File: src/rtl/load_store_unit_pkg.sv
// -----------------------------------------------------------------------------
// load_store_unit_pkg
//   Shared constants and types for the load/store unit:
//     lsu_size_e    - access size encodings carried on req_size
//     lsu_state_e   - control FSM states
//     MEM_LAST_ADDR - highest legal byte address of the 64 KiB memory
//     byte_count()  - number of bytes touched by an access of a given size
// -----------------------------------------------------------------------------
package load_store_unit_pkg;

    typedef enum logic [1:0] {
        SIZE_BYTE = 2'b00,
        SIZE_HALF = 2'b01,
        SIZE_WORD = 2'b10,
        SIZE_BAD  = 2'b11
    } lsu_size_e;

    typedef enum logic [1:0] {
        ST_IDLE  = 2'b00,
        ST_READ  = 2'b01,
        ST_WRITE = 2'b10,
        ST_RESP  = 2'b11
    } lsu_state_e;

    localparam logic [15:0] MEM_LAST_ADDR = 16'hFFFF;

    // The illegal size reports a full word so the range check never
    // underflows; that size is rejected on its own anyway.
    function automatic logic [2:0] byte_count(input lsu_size_e size);
        case (size)
            SIZE_BYTE: byte_count = 3'd1;
            SIZE_HALF: byte_count = 3'd2;
            default:   byte_count = 3'd4;
        endcase
    endfunction

endpackage

File: src/rtl/load_store_unit_if.sv
// -----------------------------------------------------------------------------
// load_store_unit_if
//   Bundles the requester handshake, the response channel and the memory port
//   of the load/store unit.
//     slave  - the load/store unit's view (takes requests, drives memory)
//     master - the environment's view (requester plus memory model)
// -----------------------------------------------------------------------------
interface load_store_unit_if;

    // request channel
    logic        req_valid;
    logic        req_ready;
    logic        req_write;
    logic [1:0]  req_size;
    logic        req_unsigned;
    logic [31:0] req_addr;
    logic [31:0] req_wdata;

    // response channel
    logic        resp_valid;
    logic        resp_ready;
    logic [31:0] resp_rdata;
    logic        resp_err;

    // memory port (big-endian, combinational read)
    logic [31:0] mem_adr;
    logic        mem_write;
    logic [31:0] mem_wdata;
    logic [31:0] mem_rdata;

    modport slave (
        input  req_valid, req_write, req_size, req_unsigned, req_addr, req_wdata,
        input  resp_ready, mem_rdata,
        output req_ready, resp_valid, resp_rdata, resp_err,
        output mem_adr, mem_write, mem_wdata
    );

    modport master (
        output req_valid, req_write, req_size, req_unsigned, req_addr, req_wdata,
        output resp_ready, mem_rdata,
        input  req_ready, resp_valid, resp_rdata, resp_err,
        input  mem_adr, mem_write, mem_wdata
    );

endinterface

File: src/rtl/load_store_unit_align.sv
// -----------------------------------------------------------------------------
// lsu_align
//   Purely combinational data alignment for the big-endian memory word.
//   The addressed byte always sits in bits [31:24] of the word read at the
//   request address, so no address-dependent shifting is needed.
//     size        - access size
//     is_unsigned - zero-extend (1) or sign-extend (0) sub-word loads
//     rword       - word captured from memory at the request address
//     wdata       - right-aligned store data
//     merged      - word to write back for a store
//     load_data   - extended load result
// -----------------------------------------------------------------------------
module lsu_align
    import load_store_unit_pkg::*;
(
    input  lsu_size_e   size,
    input  logic        is_unsigned,
    input  logic [31:0] rword,
    input  logic [31:0] wdata,
    output logic [31:0] merged,
    output logic [31:0] load_data
);

    always_comb begin
        // NOTE: every output gets a default before the case so no path leaves
        // it unassigned, which would otherwise infer a latch.
        merged    = wdata;
        load_data = rword;
        case (size)
            SIZE_BYTE: begin
                merged    = {wdata[7:0], rword[23:0]};
                load_data = {{24{rword[31] & ~is_unsigned}}, rword[31:24]};
            end
            SIZE_HALF: begin
                merged    = {wdata[15:0], rword[15:0]};
                load_data = {{16{rword[31] & ~is_unsigned}}, rword[31:16]};
            end
            default: begin
                merged    = wdata;
                load_data = rword;
            end
        endcase
    end

endmodule

File: src/rtl/load_store_unit.sv
// -----------------------------------------------------------------------------
// load_store_unit
//   Sequences byte/half/word loads and stores to a 64 KiB big-endian memory.
//   Sub-word stores are read-modify-write (READ then WRITE); word stores go
//   straight to WRITE; loads do one READ. Illegal requests answer with an
//   error response and never touch memory.
//     clk  - clock, rising edge
//     rst  - asynchronous active-high reset
//     bus  - request, response and memory signals (slave modport)
// -----------------------------------------------------------------------------
module load_store_unit
    import load_store_unit_pkg::*;
(
    input  logic                  clk,
    input  logic                  rst,
    load_store_unit_if.slave      bus
);

    lsu_state_e  state_q, state_d;
    logic        write_q, write_d;
    lsu_size_e   size_q, size_d;
    logic        unsigned_q, unsigned_d;
    logic [31:0] addr_q, addr_d;
    logic [31:0] wdata_q, wdata_d;
    logic [31:0] data_q, data_d;
    logic        err_q, err_d;

    lsu_size_e   req_size;
    logic [32:0] req_last_byte;
    logic        req_err;
    logic [31:0] merged;
    logic [31:0] load_data;

    // Request legality, evaluated on the raw inputs at acceptance. The last
    // touched byte is computed one bit wider so addresses near 2^32 cannot
    // wrap back into range.
    always_comb begin
        req_size      = lsu_size_e'(bus.req_size);
        req_last_byte = {1'b0, bus.req_addr} + 33'(byte_count(req_size)) - 33'd1;
        req_err       = (req_size == SIZE_BAD)
                      | ((req_size == SIZE_HALF) & bus.req_addr[0])
                      | ((req_size == SIZE_WORD) & (bus.req_addr[1:0] != 2'b00))
                      | (req_last_byte > {17'd0, MEM_LAST_ADDR});
    end

    lsu_align u_align (
        .size        (size_q),
        .is_unsigned (unsigned_q),
        .rword       (data_q),
        .wdata       (wdata_q),
        .merged      (merged),
        .load_data   (load_data)
    );

    // Next-state and register updates
    always_comb begin
        state_d    = state_q;
        write_d    = write_q;
        size_d     = size_q;
        unsigned_d = unsigned_q;
        addr_d     = addr_q;
        wdata_d    = wdata_q;
        data_d     = data_q;
        err_d      = err_q;

        case (state_q)
            ST_IDLE: begin
                // req_ready is high exactly in IDLE, so valid alone accepts.
                if (bus.req_valid) begin
                    write_d    = bus.req_write;
                    size_d     = req_size;
                    unsigned_d = bus.req_unsigned;
                    addr_d     = bus.req_addr;
                    wdata_d    = bus.req_wdata;
                    err_d      = req_err;
                    if (req_err) begin
                        state_d = ST_RESP;
                    end else if (bus.req_write && (req_size == SIZE_WORD)) begin
                        state_d = ST_WRITE;
                    end else begin
                        state_d = ST_READ;
                    end
                end
            end
            ST_READ: begin
                data_d  = bus.mem_rdata;
                state_d = write_q ? ST_WRITE : ST_RESP;
            end
            ST_WRITE: begin
                state_d = ST_RESP;
            end
            ST_RESP: begin
                if (bus.resp_ready) begin
                    state_d = ST_IDLE;
                end
            end
            default: begin
                state_d = ST_IDLE;
            end
        endcase
    end

    // Outputs decode from registered state only, so an asynchronous reset
    // removes mem_write and the response immediately.
    always_comb begin
        bus.req_ready  = (state_q == ST_IDLE);
        bus.resp_valid = (state_q == ST_RESP);
        bus.resp_err   = (state_q == ST_RESP) && err_q;
        bus.resp_rdata = '0;
        if ((state_q == ST_RESP) && !err_q && !write_q) begin
            bus.resp_rdata = load_data;
        end
        bus.mem_adr    = addr_q;
        bus.mem_write  = (state_q == ST_WRITE);
        bus.mem_wdata  = (state_q == ST_WRITE) ? merged : 32'd0;
    end

    always_ff @(posedge clk or posedge rst) begin
        if (rst) begin
            state_q    <= ST_IDLE;
            write_q    <= 1'b0;
            size_q     <= SIZE_BYTE;
            unsigned_q <= 1'b0;
            addr_q     <= 32'd0;
            wdata_q    <= 32'd0;
            data_q     <= 32'd0;
            err_q      <= 1'b0;
        end else begin
            // NOTE: non-blocking assignments here so every flop samples its
            // pre-edge value regardless of statement order.
            state_q    <= state_d;
            write_q    <= write_d;
            size_q     <= size_d;
            unsigned_q <= unsigned_d;
            addr_q     <= addr_d;
            wdata_q    <= wdata_d;
            data_q     <= data_d;
            err_q      <= err_d;
        end
    end

endmodule

File: src/flat_wrapper.sv
// flat-port wrapper written by rule: the top's interface ports become plain ports
module load_store_unit_flat import load_store_unit_pkg::*;
  (clk, rst, bus_req_valid, bus_req_write, bus_req_size, bus_req_unsigned, bus_req_addr, bus_req_wdata, bus_resp_ready, bus_mem_rdata, bus_req_ready, bus_resp_valid, bus_resp_rdata, bus_resp_err, bus_mem_adr, bus_mem_write, bus_mem_wdata);
  load_store_unit_if bus_i ();
  input  logic clk;
  input  logic rst;
  input wire logic [$bits(bus_i.req_valid)-1:0] bus_req_valid;
  input wire logic [$bits(bus_i.req_write)-1:0] bus_req_write;
  input wire logic [$bits(bus_i.req_size)-1:0] bus_req_size;
  input wire logic [$bits(bus_i.req_unsigned)-1:0] bus_req_unsigned;
  input wire logic [$bits(bus_i.req_addr)-1:0] bus_req_addr;
  input wire logic [$bits(bus_i.req_wdata)-1:0] bus_req_wdata;
  input wire logic [$bits(bus_i.resp_ready)-1:0] bus_resp_ready;
  input wire logic [$bits(bus_i.mem_rdata)-1:0] bus_mem_rdata;
  output wire logic [$bits(bus_i.req_ready)-1:0] bus_req_ready;
  output wire logic [$bits(bus_i.resp_valid)-1:0] bus_resp_valid;
  output wire logic [$bits(bus_i.resp_rdata)-1:0] bus_resp_rdata;
  output wire logic [$bits(bus_i.resp_err)-1:0] bus_resp_err;
  output wire logic [$bits(bus_i.mem_adr)-1:0] bus_mem_adr;
  output wire logic [$bits(bus_i.mem_write)-1:0] bus_mem_write;
  output wire logic [$bits(bus_i.mem_wdata)-1:0] bus_mem_wdata;
  assign bus_i.req_valid = bus_req_valid;
  assign bus_i.req_write = bus_req_write;
  assign bus_i.req_size = bus_req_size;
  assign bus_i.req_unsigned = bus_req_unsigned;
  assign bus_i.req_addr = bus_req_addr;
  assign bus_i.req_wdata = bus_req_wdata;
  assign bus_i.resp_ready = bus_resp_ready;
  assign bus_i.mem_rdata = bus_mem_rdata;
  assign bus_req_ready = bus_i.req_ready;
  assign bus_resp_valid = bus_i.resp_valid;
  assign bus_resp_rdata = bus_i.resp_rdata;
  assign bus_resp_err = bus_i.resp_err;
  assign bus_mem_adr = bus_i.mem_adr;
  assign bus_mem_write = bus_i.mem_write;
  assign bus_mem_wdata = bus_i.mem_wdata;
  load_store_unit u_core (.clk(clk), .rst(rst), .bus(bus_i));
endmodule
File: config.mk
export PLATFORM = sky130hd
export DESIGN_NAME = load_store_unit_flat
export DESIGN_NICKNAME = d
export VERILOG_FILES = /design/src/rtl/load_store_unit_pkg.sv /design/src/rtl/load_store_unit_if.sv /design/src/rtl/load_store_unit_align.sv /design/src/rtl/load_store_unit.sv /design/src/flat_wrapper.sv
export SDC_FILE = /design/constraint.sdc
export NUM_CORES = 1
export LEC_CHECK = 0
export ABC_CLOCK_PERIOD_IN_PS = 8850
export BUFFER_PORTS_ARGS = -buffer_cell sky130_fd_sc_hd__buf_2
export CORE_MARGIN = 2
export CORE_UTILIZATION = 57
export CTS_CLUSTER_SIZE = 12
export DETAILED_ROUTE_END_ITERATION = 6
export PLACE_DENSITY = 0.87
export SYNTH_ARGS = -nofsm -noshare
export SYNTH_HDL_FRONTEND = slang
export SYNTH_SLANG_ARGS = --single-unit
File: constraint.sdc
create_clock -name clk -period 8.85 [get_ports clk]
set_clock_uncertainty 0.2 [all_clocks]
set_input_delay 1.77 -clock clk [delete_from_list [all_inputs] [get_ports clk]]
set_output_delay 1.77 -clock clk [all_outputs]
set_load 0.005 [all_outputs]
==> metrics, run 1 <==
outcome=finished, final reports clean; Setup Buffers After CTS=0; Netlist cell types=68; Setup crit end kind=register; core area=12000 um2; R2R Path End=u_core.wdata_q[18]; via count=6433; Seq pwr share=34.9%; Syn. warnings=0; WL/cell=about 18 um; Setup CP Type=in -> reg; Post-CTS Resized=0; WP data required=between 8 and 9 ns; Clk pwr share=17.7%; ys flop type=dfrtp_1; CP arrival=roughly 5.5 ns; Hold Vio Cnt, Final=0; CTS Hold Bufs=0; crit start category=primary input; switching power=1.01 mW; sw frac=slightly above 40%; width of the die=around 110 um; final core occ=just under 70%; internal power=1.51 mW; Setup TNS Final=0 ns; Yosys reg bits=103; initial antenna violation count=0; VDD IR max=0.128 mV; Logic pwr share=47.4%; r2r startpoint=u_core.state_q[0]; Final min period=5.43 ns; first-pass GRT wire length=31.2 mm; Boundary Pins=between 200 and 250; Slew Viols, Final=0; Area growth, synth to finish=19.8%; total power=roughly 2.5 mW; worst r2r path cells=4; layout cells sized above 1=31.6%; Post-synth EDFFs=0; Setup violations, final=0; Fill cells=991; gpl congestion=0.900; Hold EP=u_core.bus.mem_adr[0]; TritonCTS Sinks=roughly 100; mean post-synth cell area=8.94 um2; die area=13100 um2; vias in the first global route=6315; row count=40; residual DRC count=0; Post-Place Setup Slack=3.05 ns; Initial Util=between 50% and 60%; detailed placement HPWL=14.7 mm; hold crit path type=reg -> reg; clock tree buffer depth=2; leakage=4.30 nW; period utilization=61.3%; R2R Setup Slk=6.52 ns; worst setup margin=3.42 ns; worst-path fanout max=4; Antenna Nets Post-Route=0; Syn Nets=920; ys async rst share=100%; DRT iter0 DRCs=469; Clock H-tree levels=3; First-pass DRT Iterations=5; Overall Global Routing Usage=30.1%; Synth Instances=just under 800; hold depth=2; n_diodes=0; DRT Wirelength=19.5 mm; RSZ-0062 raised after global routing=no; grt ovf=0; Max-slew headroom=18.9%; fmax=184 MHz; Vias per Instance=5.85; Clock Latency Late Sink=0.35 ns; CTS tree=yes; Die Span Y=114 um; Hold Path Origin=u_core.bus.mem_adr[0]; Max-Cap Viols=0; root buffer cell=clkbuf_16; PD cells=303 nW/um2; Seq/Total Area, Yosys=37.1%; Final nets=between 1000 and 1500; CTS clk-pin slew, worst paths=0.07 ns; final hold slack=0.277 ns; Synth Cell Area=6950 um2; CTS buffer count=9; port buffer count=about 200; largest net degree at the start of global routing=104; worst slew pin tran=1.22 ns
[layer usage]
metal	GRT usage [%]	part of all wire [%]	vias up
li1	-	-	3081
met1	36.5	40	3036
met2	53.1	51	270
met3	4.61	6.4	46
met4	13.1	3.3	0
met5	0	0	-
[cells by family (layout without fill, tap and decap cells)]
group                    after synthesis  in the layout  synth area share, %
AO/OA/AOI/OAI                        228            228                 21.4
XOR/XNOR                              11             11                 1.39
adder cells (fa/ha/maj)               39             39                 7.13
buffers and inverters                114            290                 6.50
flip-flops                           103            103                 37.1
multiplexers                          86             86                 13.3
AND/OR/NAND/NOR                      196            196                 13.1
[sequential cells by signal, summed over array words and instances, names as in the netlist]
| register | cells |
|---|---|
| u_core.data_q | 32 |
| u_core.write_q | 1 |
| u_core.size_q | 2 |
| u_core.err_q | 1 |
| u_core.unsigned_q | 1 |
| u_core.bus.mem_adr | 32 |
| u_core.state_q | 2 |
| u_core.wdata_q | 32 |
[cell type report]
type	count	area [um2]	area share (%)
Clock buffer	11	243	2.92
Clock inverter	5	87.6	1.05
Inverter	67	254	3.05
Multi-Input combinational cell	560	3930	47.2
Sequential cell	103	2580	31.0
Tap cell	147	184	2.21
Timing Repair Buffer	207	1050	12.6
[synth_stat cells, types with 2 or more instances]
cell      count  area share, %
a211oi_1      8           0.86
a21o_1        4           0.43
a21oi_1      67            4.8
a21oi_2       6           0.76
a22oi_1       2           0.22
a31oi_1       2           0.18
a41oi_1       3           0.38
and2_1        2           0.18
buf_1         8           0.43
buf_2         4           0.29
buf_6         2           0.32
clkbuf_1     32            1.7
dfrtp_1     103             37
ha_1         38            6.8
inv_1        67            3.6
mux2_2       52            8.4
mux2i_1      34            4.9
nand2_1     103            5.6
nand2b_1      3           0.27
nand3_1       3           0.22
nand4_1       8           0.72
nor2_1       34            1.8
nor2b_1      17            1.5
nor3_1        6           0.43
nor4_1        3           0.27
o211a_1      16            2.3
o211ai_1     16            1.7
o21a_1        4           0.43
o21ai_0      66            4.8
o21ai_1       7           0.50
o21bai_1      2           0.22
o22ai_1       3           0.27
o31ai_1       5           0.54
or2_2         2           0.18
or3_1         2           0.18
or4_1         2           0.22
xnor2_1       9            1.1
xor2_1        2           0.25
[worst max-delay path: stages]
cell and delay, ns:
buf_2 0.12, inv_1 0.11, nand2_1 0.07, ha_1 0.27
inv_1 0.04, ha_1 0.21, fa_1 0.39, a211oi_2 0.26
o21a_2 0.15, o221ai_2 0.12, a211o_1 0.29, a2111oi_2 0.35
nand4_1 0.16, or4_4 0.44, nor4_4 0.32, a31oi_1 0.12
mux2_2 0.27
[power by group through the flow]
| stage | sequential, mW | combinational (mW) | clock, mW |
|---|---|---|---|
| after floorplan | 0.831 | 0.817 | 0 |
| after global placement | 0.871 | 1.16 | 0 |
| after detailed placement | 0.885 | 1.19 | 0 |
| after CTS | 0.876 | 1.20 | 0.453 |
| after global routing | 0.906 | 1.33 | 0.471 |
| final | 0.878 | 1.19 | 0.446 |
[worst max path at each step]
stage | start | to | slack [ns]
after floorplan | bus_req_size[1] | u_core.state_q[0] | 3.46
after global placement | bus_req_size[1] | u_core.state_q[0] | 3.13
after detailed placement | bus_req_size[1] | u_core.state_q[0] | 3.05
after CTS | bus_req_size[1] | u_core.state_q[0] | 3.43
after global routing | bus_req_size[1] | u_core.state_q[0] | 3.16
final | bus_req_size[1] | u_core.state_q[0] | 3.42
[stage by stage]
step | area [um2] | std cells
after floorplan | 6950 | 777
after global placement | 7990 | 1084
after detailed placement | 7990 | 1084
after CTS | 8320 | 1100
after global routing | 8320 | 1100
final | 8320 | 1100
[placed cells by master (no fill, tap or decap), types with 3 or more instances in the layout]
cell and n:
o22ai_1 3, nand2b_1 3, clkbuf_16 9, a211oi_1 8
buf_4 4, xnor2_1 9, nor2_1 34, ha_1 37
o211a_1 16, mux2i_1 34, nor2b_1 17, mux2_2 52
inv_1 66, nor4_1 3, nand2_1 102, o21ai_1 7
nor3_1 6, a41oi_1 3, o21a_1 4, dfrtp_1 102
o21ai_0 66, nand3_1 3, a21o_1 4, o31ai_1 5
nand4_1 8, a21oi_1 67, o211ai_1 16, buf_2 203
a21oi_2 6
No activity file was read; power rests on OpenSTA's default activity.
==> inputs of run 2 (changes only) <==
ABC_CLOCK_PERIOD_IN_PS = 5000   (was 8850)
CORE_UTILIZATION = 53   (was 57)
PLACE_DENSITY = 0.82   (was 0.87)
clock period = 5 ns   (was 8.85 ns; I/O delays follow)
==> metrics, run 2 (same netlist as run 1, synthesis figures left out) <==
detailed placement HPWL=14.7 mm; Initial Util=a little over half; leakage=4.31 nW; Overall Global Routing Usage=28.2%; slowest stage delay, CP=between 0.4 and 0.5 ns; Max-slew headroom=30.4%; CTS buffer count=9; placed cell area=8040 um2; Die Span Y=between 100 and 150 um; grt ovf=0; RSZ-0062 raised after global routing=no; most frequent cells in the layout=buf_2 (203), nand2_1 (102), dfrtp_1 (102); worst-path fanout max=4; Non-Filler Instances=1128; port buffer count=203; Placed Cells=1111; width of the die=approximately 120 um; Fill cells=1109; vias in the first global route=slightly above 6000; CTS tree=yes; worst slew pin tran=1.04 ns; root buffer cell=clkbuf_16; CTS Hold Bufs=0; First-pass DRT Iterations=5; residual DRC count=0; Setup crit end kind=register; Area growth, synth to finish=20.5%; largest net degree at the start of global routing=roughly 100; Slew Viols, Final=0; total power=4.46 mW; most common cell after layout, fill and taps aside=buf_2; Boundary Pins=204; CP arrival=approximately 4.7 ns; WL/cell=17.5 um; R2R Setup Slk=2.66 ns; Clock Latency Late Sink=0.36 ns; gpl congestion=0.947; first-pass GRT wire length=31.6 mm; die area=14000 um2; Setup TNS Final=0 ns; Setup Buffers After CTS=0; period utilization=92.7%; row count=41; hold crit path type=reg -> reg; Clock H-tree levels=3; via count=6451; Final nets=1093; CP startpoint=bus_req_size[1]; critical path cell sequence=buf_2, inv_1, nand2_1, ha_1, inv_1, ha_1, fa_1, a211oi_2, o21a_2, o221ai_2, a211o_1, a2111oi_2, nand4_1, or4_4, nor4_4, a31oi_1, mux2_2; fmax=216 MHz; Final min period=roughly 4.6 ns; crit start category=primary input; VDD IR max=around 0.23 mV; CTS clk-pin slew, worst paths=around 0.07 ns; clock tree buffer depth=2; Hold Path Origin=u_core.bus.mem_adr[14]; Setup CP Type=in -> reg; outcome=finished, final reports clean; layout cells sized above 1=a little under a third; WP data required=between 5 and 6 ns; post-route cell area=8370 um2; TritonCTS Sinks=a little over 100; area of the multi-input gates=3930 um2; r2r startpoint=u_core.state_q[0]; core area=12700 um2; Post-CTS Resized=0; Hold Vio Cnt, Final=0; Setup violations, final=0; slowest stage cell, crit path=or4_4; register area=2580 um2; Vias per Instance=5.72; DRT iter0 DRCs=between 500 and 600; DRT Wirelength=around 20 mm; Antenna Nets Post-Route=0; initial antenna violation count=2; PD cells=533 nW/um2; Max-Cap Viols=0
[run 2: power by group]
group | leakage (nW) | internal, mW | switching, mW
clock | 0.159 | 0.456 | 0.338
combinational | 2.90 | 0.960 | 1.09
sequential | 1.25 | 1.25 | 0.363
total | 4.31 | 2.66 | 1.80
[run 2: final timing paths]
check                      depth (start not counted)                      to
max                                               17       u_core.state_q[0]
min                                                2  u_core.bus.mem_adr[14]
max reg2reg                                        4      u_core.wdata_q[18]
min reg2reg                                        2  u_core.bus.mem_adr[14]
max in group asynchronous                          3        u_core.data_q[4]
min in group asynchronous                          2   u_core.bus.mem_adr[2]
[run 2: stage by stage]
step	hold WS, ns	util (%)	setup WS [ns]
floorplan	0.257	-	0.378
global placement	0.261	63.2	0.102
detailed placement	0.268	63.2	-0.0163
CTS	0.284	65.8	0.357
global route	0.305	65.8	0.197
finish	0.278	65.8	0.364
[run 2: cell type report]
type,instances,area share [%]
multi-input cells,560,46.9
flip-flops and latches,103,30.8
repair buffers,209,12.7
inverters,67,3.03
clock buffers,10,2.86
well taps,172,2.57
clock inverters,6,1.08
diodes,1,0.0299
[run 2: worst max-delay path: cells and delay by family]
family                   cells  cell delay, ns
AO/OA/AOI/OAI                6            1.29
multiplexers                 1            0.26
buffers and inverters        3            0.28
adder cells (fa/ha/maj)      3            0.88
AND/OR/NAND/NOR              4            0.97
[run 2: metal layers]
metal	share of wire, %	vias to the layer above	GRT usage, %	wire length (um)
met2	50	266	49.3	9940
met1	40	3059	34.5	7950
li1	-	3082	-	-
met5	0.066	-	0	13
met4	2.8	2	11.3	551
met3	6.4	42	4.68	1260
